## src/rtl/lpc_pkg.sv

```systemverilog
// ============================================================================
// Module   : lpc_pkg
// Purpose  : Shared types and helpers for the Levinson-Durbin datapath blocks
//            (state encoding, default widths, truncate-toward-zero shift).
// Revision : 1.0 - initial release
// ============================================================================
`default_nettype none

package lpc_pkg;

  // Defaults shared by every Levinson block so they agree on Q-format.
  localparam int W_DEFAULT     = 32;
  localparam int SHIFT_DEFAULT = 27;

  // Working width of trunc0; callers sign-extend into it and cast back out.
  localparam int TRUNC_W = 128;

  typedef enum logic [1:0] {
    S_IDLE  = 2'd0,
    S_ACCUM = 2'd1,
    S_DRAIN = 2'd2,
    S_DONE  = 2'd3
  } state_t;

  // Signed divide by 2^sh rounding toward zero. Negative values are biased by
  // 2^sh-1 before the arithmetic shift, which equals ((x-1)>>>sh)+1 without
  // the risk of wrapping at the most negative input.
  function automatic logic signed [TRUNC_W-1:0] trunc0(
    input logic signed [TRUNC_W-1:0] x,
    input int                        sh
  );
    logic signed [TRUNC_W-1:0] bias;
    bias = '0;
    if (x[TRUNC_W-1]) begin
      bias = (TRUNC_W'(1) <<< sh) - TRUNC_W'(1);
    end
    return (x + bias) >>> sh;
  endfunction

endpackage

`default_nettype wire

```

## src/rtl/trunc0_shift.sv

```systemverilog
// ============================================================================
// Module   : trunc0_shift
// Purpose  : Combinational signed right shift by SH with truncation toward
//            zero; result resized (sign-extended or truncated) to OUT_W.
// Revision : 1.0 - initial release
// ============================================================================
`default_nettype none

module trunc0_shift
  import lpc_pkg::*;
#(
  parameter int IN_W  = 64,
  parameter int OUT_W = 64,
  parameter int SH    = 27
) (
  input  logic signed [IN_W-1:0]  din,
  output logic signed [OUT_W-1:0] dout
);

  assign dout = OUT_W'(trunc0(TRUNC_W'(din), SH));

endmodule

`default_nettype wire

```

## src/rtl/levinson_dot.sv

```systemverilog
// ============================================================================
// Module   : levinson_dot
// Purpose  : Sequential fixed-point MAC for the Levinson-Durbin q update.
//            q_out = sat(trunc0((2*q_in + sum trunc0(r*a / 2^SHIFT)) / 2))
//            Pairs arrive over a valid/ready stream; result leaves over a
//            valid/ready handshake.
// Revision : 1.0 - initial release
// ============================================================================
`default_nettype none

module levinson_dot
  import lpc_pkg::*;
#(
  parameter int W         = W_DEFAULT,
  parameter int SHIFT     = SHIFT_DEFAULT,
  parameter int MAX_ORDER = 16,
  parameter int LEN_W     = $clog2(MAX_ORDER + 1),
  parameter int ACC_W     = 2 * W - SHIFT + $clog2(MAX_ORDER) + 2
) (
  input  logic                clk,
  input  logic                rst,
  input  logic                start,
  input  logic [LEN_W-1:0]    len,
  input  logic signed [W-1:0] q_in,
  output logic                busy,
  input  logic                in_valid,
  output logic                in_ready,
  input  logic signed [W-1:0] r_in,
  input  logic signed [W-1:0] a_in,
  output logic                out_valid,
  input  logic                out_ready,
  output logic signed [W-1:0] q_out,
  output logic                sat
);

  localparam int                      PW       = 2 * W;
  localparam logic [LEN_W-1:0]        LEN_MAX  = LEN_W'(MAX_ORDER);
  localparam logic signed [ACC_W-1:0] Q_HI     = {{(ACC_W-W+1){1'b0}}, {(W-1){1'b1}}};
  localparam logic signed [ACC_W-1:0] Q_LO     = {{(ACC_W-W+1){1'b1}}, {(W-1){1'b0}}};
  // DRAIN always waits out both pipeline stages, so the output latency is the
  // same whether or not any pair was accumulated (len=0 included).
  localparam logic [1:0]              FLUSH_CY = 2'd2;

  state_t                  state;
  state_t                  state_nx;
  logic [LEN_W-1:0]        remaining;
  logic [LEN_W-1:0]        len_clamped;
  logic signed [ACC_W-1:0] acc;
  logic signed [ACC_W-1:0] scaled;
  logic signed [ACC_W-1:0] half;
  logic signed [PW-1:0]    p;
  logic                    p_valid;
  logic [1:0]              flush;
  logic                    accept;
  logic                    last_pair;
  logic                    drain_done;
  logic                    sat_hi;
  logic                    sat_lo;

  assign len_clamped = (len > LEN_MAX) ? LEN_MAX : len;
  // in_ready comes from registered state only, never from in_valid.
  assign in_ready    = (state == S_ACCUM) && (remaining != '0);
  assign accept      = in_valid && in_ready;
  assign last_pair   = accept && (remaining == LEN_W'(1));
  assign drain_done  = (flush == 2'd0) && !p_valid;

  // Product scaling into the accumulator's Q-format.
  trunc0_shift #(.IN_W(PW), .OUT_W(ACC_W), .SH(SHIFT)) u_scale (
    .din  (p),
    .dout (scaled)
  );

  // Final halving of the accumulated total.
  trunc0_shift #(.IN_W(ACC_W), .OUT_W(ACC_W), .SH(1)) u_half (
    .din  (acc),
    .dout (half)
  );

  assign sat_hi = (half > Q_HI);
  assign sat_lo = (half < Q_LO);

  // State register.
  always_ff @(posedge clk) begin
    if (rst) begin
      state <= S_IDLE;
    end else begin
      state <= state_nx;
    end
  end

  // Next-state decode and status outputs.
  always_comb begin
    state_nx  = state;
    busy      = 1'b1;
    out_valid = 1'b0;
    case (state)
      S_IDLE: begin
        busy = 1'b0;
        if (start) begin
          state_nx = (len_clamped == '0) ? S_DRAIN : S_ACCUM;
        end
      end
      S_ACCUM: begin
        if (last_pair) begin
          state_nx = S_DRAIN;
        end
      end
      S_DRAIN: begin
        if (drain_done) begin
          state_nx = S_DONE;
        end
      end
      S_DONE: begin
        out_valid = 1'b1;
        if (out_ready) begin
          state_nx = S_IDLE;
        end
      end
      default: state_nx = S_IDLE;
    endcase
  end

  // Datapath: pair capture, product stage, accumulate, flush timer, result.
  always_ff @(posedge clk) begin
    if (rst) begin
      acc       <= '0;
      remaining <= '0;
      p         <= '0;
      p_valid   <= 1'b0;
      flush     <= 2'd0;
      q_out     <= '0;
      sat       <= 1'b0;
    end else begin
      p_valid <= accept;
      if (accept) begin
        p         <= PW'(r_in) * PW'(a_in);
        remaining <= remaining - LEN_W'(1);
      end

      if (state == S_IDLE && start) begin
        acc       <= ACC_W'(q_in) + ACC_W'(q_in);
        remaining <= len_clamped;
      end else if (p_valid) begin
        acc <= acc + scaled;
      end

      if (state != S_DRAIN && state_nx == S_DRAIN) begin
        flush <= FLUSH_CY;
      end else if (flush != 2'd0) begin
        flush <= flush - 2'd1;
      end

      if (state == S_DRAIN && drain_done) begin
        sat <= sat_hi || sat_lo;
        if (sat_hi) begin
          q_out <= {1'b0, {(W-1){1'b1}}};
        end else if (sat_lo) begin
          q_out <= {1'b1, {(W-1){1'b0}}};
        end else begin
          q_out <= half[W-1:0];
        end
      end
    end
  end

endmodule

`default_nettype wire

```

## config.mk

```make
export PLATFORM = sky130hd
export DESIGN_NAME = levinson_dot
export DESIGN_NICKNAME = d
export VERILOG_FILES = /design/src/rtl/lpc_pkg.sv /design/src/rtl/trunc0_shift.sv /design/src/rtl/levinson_dot.sv
export SDC_FILE = /design/constraint.sdc
export NUM_CORES = 2
export LEC_CHECK = 0
export BUFFER_PORTS_ARGS = -buffer_cell sky130_fd_sc_hd__buf_2
export CAP_MARGIN = 15
export CELL_PAD_IN_SITES_DETAIL_PLACEMENT = 1
export CELL_PAD_IN_SITES_GLOBAL_PLACEMENT = 1
export CORE_AREA = 2 2 295 297
export CTS_CLUSTER_SIZE = 25
export DETAILED_ROUTE_END_ITERATION = 8
export DIE_AREA = 0 0 297 299
export PLACE_DENSITY_LB_ADDON = 0.1
export SETUP_SLACK_MARGIN = 0.3
export SLEW_MARGIN = 20
export SYNTH_ARGS = -nofsm -noshare
export SYNTH_HDL_FRONTEND = slang
export SYNTH_SLANG_ARGS = --single-unit
```

## constraint.sdc

```tcl
create_clock -name clk -period 22.7 [get_ports clk]
set_input_delay 3.405 -clock clk [delete_from_list [all_inputs] [get_ports clk]]
set_output_delay 3.405 -clock clk [all_outputs]
set_load 0.01 [all_outputs]
```

==> out/results.txt <==
Syn nets -> 6733
RSZ-0062 raised after global routing -> no
Avg Inst Size Synth -> 8.84 sq um
ANT nets after route -> 0
CTS HTree Levels -> 4
Hold slack -> 456 ps
Clk sink count -> 150
Top-area cell type share of the netlist area -> 0.464
Slowest stage delay, CP -> 840 ps
Cell taking the most area after synthesis -> fa_1
Total GRT Usage -> 0.312
Number of global-route vias before repair -> 41100
Die area -> 0.0888 sq mm
Global route overflow -> 0
Core Util, Final -> 0.566
YS warnings -> 0
FMAX -> 86.9 MHz
Worst hold path class -> reg2reg
MaxCap Viol Count -> 0
Post-CTS Setup Bufs -> 0
Initial antenna violation count -> 3
Crit share post-route -> 0.507
Core Footprint -> 0.0859 sq mm
Cell variety after synth -> 84
Wire length of the first global-routing pass -> 220000 microns
R2R Setup Slk -> 16340 ps
Root buffer cell -> clkbuf_16
DR pass1 iterations -> 5
Total CTS buffers -> 17
Max-slew violations -> 0
Clock Latency Late Sink -> 440 ps
Seq cells post-synth -> 150
Avg WL per Cell -> 21.0 microns
Slew HR -> 0.332
Most common cell in the netlist -> inv_1
IO buf count -> 141
Worst Path Max Fanout -> 32
Final Setup Violations -> 0
Post-cts gate resize count -> 0
CTS clk-pin slew, worst paths -> 60 ps
Layout cell share with drive strength beyond 1 -> 0.0486
Final worst path period need -> 11500 ps
CP Launch Point -> a_in[5]
Slowest CP cell -> fa_1
Most used cell, CP -> fa_1
DRC Markers -> 0
Critical path type -> in2reg
Placed wire-length estimate -> 110000 microns
Hold buffers post-CTS -> 0
Initial cell density of the core -> 0.544
Asr flop ratio synth -> 0
Via count -> 35600
EDFF count, synth -> 0
Hold Startpoint -> p[16]
CTS tree -> done
Required @ worst endpoint -> 23030 ps
Via density -> 5.59
NumNets Final -> 6635
Worst slew pin tran -> 999 ps
Largest net degree at the start of global routing -> 73
Layout area overhead -> 4.06%
Worst Skew -> 7.83 ps
Sequential area share after synthesis -> 0.0642
Die height -> 299 microns
Synth Cell Area -> 0.0467 sq mm
DRT iter0 DRCs -> 1785
Cell row count -> 108
Crit. End Element -> flip-flop
Worst path bufs/invs -> 8
Crit path DAT -> 11830 ps
IO Count -> 142
CP startpoint kind -> input pin
Setup TNS -> 0 ps
Status -> complete, no violations
Mapped Cells -> 5289
Drt total wl -> 134000 microns
R2R Path Start -> p[63]
Crit-path leading delay family -> adder cells
Ranking of synthesized cells by area -> fa_1, inv_1, and2_1
Top_reg_cell synth -> dfxtp_1
Placer Congestion -> 0.889
Final hold violation count -> 0
Die width -> 297 microns
Top cells by count, synth -> inv_1, fa_1, nand2_1
Clk buf depth -> 2
[through the flow]
step	setup slack, ps	instances	instance area, sq um
after floorplan	11960	5289	46700
after global placement	10990	6327	48000
after detailed placement	10730	6327	48000
after CTS	11180	6359	48600
after global routing	10740	6361	48600
final	11200	6362	48600
[metal layers]
| metal | wire (microns) | vias to the layer above | GRT usage |
|---|---|---|---|
| li1 | - | 15700 | - |
| met2 | 65600 | 879 | 0.538 |
| met5 | 16 | - | 0 |
| met1 | 58400 | 18800 | 0.423 |
| met4 | 3030 | 2 | 0.0760 |
| met3 | 6510 | 214 | 0.0374 |
[layout make-up]
type                            instances  area (sq um)
Inverter                             1096          4110
Timing Repair Buffer                  163           873
Sequential cell                       150          3000
Fill cell                           10100         37300
Multi-Input combinational cell       3763         38600
Clock buffer                           18           439
Antenna cell                            3          7.51
Tap cell                             1155          1450
Clock inverter                         14           198
[path summary, 6_finish.rpt]
path | cells after the start | end
setup / recovery | 28 | p[59]
setup reg to reg | 23 | acc[23]
hold reg to reg | 2 | p[16]
hold / removal | 2 | p[16]
[flip-flops by register name, indices dropped and copies added (netlist names)]
name	flops
p	64
acc	43
q_out	32
remaining	5
flush	2
state	2
p_valid	1
sat	1
[worst register-to-register path: cells and delay by family (launching register included)]
| kind | cells | cell delay (ps) |
|---|---|---|
| flops | 1 | 340 |
| buf+inv | 1 | 250 |
| fa+ha+maj | 2 | 670 |
| compound gates | 12 | 3420 |
| simple gates | 6 | 1100 |
| mux | 1 | 360 |
| xor+xnor | 1 | 150 |
[cell usage in the layout (no fill, tap or decap), types with 16 or more instances in the layout]
cell type / Yosys / layout
a211oi_1: 47 / 47
a21o_1: 78 / 78
a21oi_1: 183 / 183
a21oi_2: 30 / 30
a31oi_1: 18 / 18
and2_1: 516 / 515
and3_1: 28 / 28
buf_2: 4 / 140
buf_4: 1 / 23
clkbuf_16: 0 / 17
dfxtp_1: 150 / 149
fa_1: 1083 / 1083
ha_1: 255 / 255
inv_1: 1096 / 1096
mux2i_1: 23 / 23
nand2_1: 682 / 679
nand2b_1: 20 / 20
nand3_1: 60 / 60
nand4_1: 36 / 36
nor2_1: 177 / 177
nor2b_1: 41 / 41
nor3_1: 26 / 26
o21ai_0: 89 / 89
o21ai_1: 16 / 16
o21bai_1: 16 / 16
xnor2_1: 112 / 112
xor2_1: 54 / 54
[kinds of logic after synthesis]
family          count (synthesis)  share of synthesized area
fa+ha+maj                    1338                      0.532
buf+inv                      1376                      0.111
xor+xnor                      166                     0.0311
compound gates                588                     0.0819
simple gates                 1646                      0.174
flops                         150                     0.0642
mux                            25                    0.00541
Power is not shown: default switching activity piles up to over one toggle a cycle in this logic, so the estimate is an artifact.
